--- config.mk ---
export PLATFORM = sky130hd
export DESIGN_NAME = sat_cnt
export DESIGN_NICKNAME = d
export VERILOG_FILES = /design/src/rtl/sat_cnt.sv
export SDC_FILE = /design/constraint.sdc
export NUM_CORES = 1
export LEC_CHECK = 0
export ABC_AREA = 1
export BUFFER_PORTS_ARGS = -buffer_cell sky130_fd_sc_hd__buf_2
export CAP_MARGIN = 5
export CORE_MARGIN = 3
export CORE_UTILIZATION = 30
export CTS_BUF_LIST = sky130_fd_sc_hd__clkbuf_4
export DETAILED_ROUTE_END_ITERATION = 16
export HOLD_SLACK_MARGIN = 0.06
export PLACE_DENSITY = 0.6
export SYNTH_ARGS = -nofsm -noshare
export SYNTH_HDL_FRONTEND = slang
export SYNTH_SLANG_ARGS = --single-unit
--- constraint.sdc ---
create_clock -name clk -period 0.9 [get_ports clk]
set_input_delay 0.09 -clock clk [delete_from_list [all_inputs] [get_ports clk]]
set_output_delay 0.09 -clock clk [all_outputs]
set_load 0.005 [all_outputs]
--- src/rtl/sat_cnt.sv ---
// sat_cnt: saturating up-counter with synchronous clear taking priority over increment
module sat_cnt #(
    parameter int W = 8,
    parameter logic [W-1:0] MAX = '1
) (
    input  logic         clk,
    input  logic         reset,
    input  logic         clr,
    input  logic         inc,
    output logic [W-1:0] cnt
);
    logic [W-1:0] base;
    // clear first so a same-edge clear and increment lands on 1
    always_comb base = clr ? '0 : cnt;
    // count up from the cleared base, holding at MAX
    always_ff @(posedge clk or negedge reset)
        if (!reset) cnt <= '0;
        else cnt <= (inc && base != MAX) ? base + W'(1) : base;
endmodule

==> flow_summary.ini <==
[outcome]
status = finished, violations left
violations = negative setup slack

[place]
dpl.cell_count = 112
dp_hpwl_um = 1030
place_congestion = 0.849
numPortBuffers = 11

[setup_path]
endpoint_kind = flop
cp_cell_sequence = inv_1 > nor2_2 > nand2_2 > nor2_4 > nand2_2 > nand2_4 > nand2_1 > nand2_1
reg2reg_depth = 8
worstSetupPathType = reg2reg
cp_slowest_cell = dfrtp_1
crit_start = cnt[3]
reg2reg_to = cnt[1]
required_ns = 1.09
cp-start-kind = flop
arrival_ns = 1.29
crit_end = cnt[1]
r2r-start = cnt[3]
slowest_delay_ns = 0.36
rrSetupSlack_ns = -0.20
crit_fanout = 6

[finish]
final_cell_mix = nand2_1 (27), inv_1 (10), nand3_1 (8), buf_6 (8), buf_4 (8)
area_delta_synth_final_pct = 46.8
drive_above_1_share_pct = 37.3
largest_registers = cnt (8)
largest_register = cnt
largest_reg_flops = 8
layout_commonest_cell = nand2_1
n_antenna_cell = 0
fin_util_pct = 49.3
num-nets-final = 108
fin_cells = 118

[timing]
setup_viol = 13
max_freq_mhz = 906
worst_slack_ns = -0.204
max_slew_margin_pct = 84.7
tightest_slew_ns = 0.229
rsz0062_at_grt = true
slew_viol_final = 0
fin_crit_sh_pct = 123
finalHoldViolations = 0
skew_ns = 0.00133
period_needed_ns = 1.10

[route]
totalWireLength_um = 1310
ant_nets = 0
viasPerCell = 4.68
wl_per_cell_um = 11.1
drt_iter0_drc = 10
dr_total_vias = 552
remaining_drc_errors = 0
drt_pass1_iterations = 4

[floorplan]
fp.coreArea_um2 = 1580
io_pins = 12
initial_core_util_pct = 33.6
num_rows = 14
die_h_um = 48
dieArea_um2 = 2300
die_x_um = 48

[clock_network]
worstSkewPairLatency_ns = 0.25
cts.sinks = 8
cts_root_buffer = clkbuf_4
cts_buffers = 3
htreeDepth = 1
clockBufferDepth = 2
cts_tree = built
clk_pin_slew_worst_paths_ns = 0.05

[synthesis]
syn_area_um2 = 529
synth_seq_area_share_pct = 37.8
yosysWarningCount = 0
syn_area_per_cell_um2 = 6.96
synth_seq_cells = 8
ys_types = 17
synth_cells = 76
synthesis.nets = 80

[power]
clockPowerShare_pct = 34.9
p_seq_share_pct = 49.2
leakagePower_nw = 0.413
p_switching_mw = 0.203
pwr-share-comb_pct = 15.9
power_density_nw_per_um2 = 1010
p_int_mw = 0.580
vdd_drop_max_mv = 0.613
netSwitchingFraction_pct = 25.9

[job]
maxCapViolations = 0

[hold_path]
timing.hold.worst.start = inc
hold_class = in2reg

[global_routing]
antenna_found_initial = 0
grt_pass1_wl_um = 2150
grt_pass1_vias = 526
grt_usage_pct = 13.9
grt_max_degree = 9
gr-total-overflow = 0
Yosys cell counts:
cell type | n | area (um^2)
dfrtp_1 | 8 | 200
nand2_2 | 3 | 18.8
o21ai_0 | 2 | 10.0
nor2_1 | 6 | 22.5
a21oi_1 | 1 | 5.00
nand2_1 | 27 | 101
nand3_1 | 8 | 40.0
nor2_2 | 2 | 12.5
xor2_1 | 1 | 8.76
inv_1 | 11 | 41.3
inv_4 | 1 | 6.26
nand4_1 | 1 | 6.26
xnor2_1 | 1 | 8.76
nor2_4 | 1 | 11.3
nand3_4 | 1 | 17.5
nor3_2 | 1 | 10.0
a21oi_2 | 1 | 8.76
power groups by stage:
stage          sequential [mW]  combinational, mW  clock [mW]
2_1_floorplan            0.390             0.0474           0
6_report                 0.385              0.124       0.273
3_3_place_gp             0.389              0.110           0
5_1_grt                  0.386              0.138       0.308
3_5_place_dp             0.389              0.110           0
4_1_cts                  0.384              0.123       0.285
what timing repair did:
action	CTS	global route
endpoints found under the hold margin	8	0
resized for setup	8	5
hold buffers	1	0
pin swaps	0	2
setup buffers	1	1
endpoints found under the setup margin	15	16
kinds of logic (layout without fill, tap and decap cells):
kind of cell	after synthesis	count (layout)	synth area share [%]
XOR/XNOR	2	2	3.31
AO/OA/AOI/OAI	4	4	4.49
AND/OR/NAND/NOR	50	50	45.4
buffers and inverters	12	38	8.98
flip-flops	8	8	37.8
stage by stage:
step	total power [mW]	hold WS, ns	setup slack [ns]	TNS, ns	area, um^2
finish	0.782	0.139	-0.204	-1.69	777
global route	0.832	0.132	-0.290	-2.62	777
CTS	0.791	0.135	-0.197	-1.74	759
detailed placement	0.499	-0.0484	-0.199	-1.41	678
global placement	0.499	-0.0517	-0.170	-1.15	678
floorplan	0.437	-0.206	-0.156	-1.01	536
routing by layer:
metal | part of all wire, % | up-vias | global-route usage (%)
li1 | - | 288 | -
met1 | 46 | 250 | 16.5
met2 | 48 | 10 | 22.7
met3 | 4.6 | 4 | 4.51
met4 | 1.4 | 0 | 6.45
met5 | 0 | - | 0
how the worst min path moves through the flow:
stage	end	slack, ns	cells past startpoint
detailed placement	cnt[5]	-0.05	1
global route	cnt[1]	0.13	3
finish	cnt[1]	0.14	3
global placement	cnt[5]	-0.05	1
CTS	cnt[1]	0.13	3
floorplan	cnt[0]	-0.21	0
area by class of cell:
class	count	area (um^2)
timing repair buffer	23	190
multi-input combinational	56	295
fill	171	800
clock buffer	3	22.5
tap	16	20.0
inverter	12	47.5
sequential	8	201
worst max-delay path: cells and delay by family, from the launching register on:
kind          cells  cell delay (ns)
simple gates      7             0.63
flops             1             0.36
buf+inv           1             0.05
No activity file was read; power rests on OpenSTA's default activity.
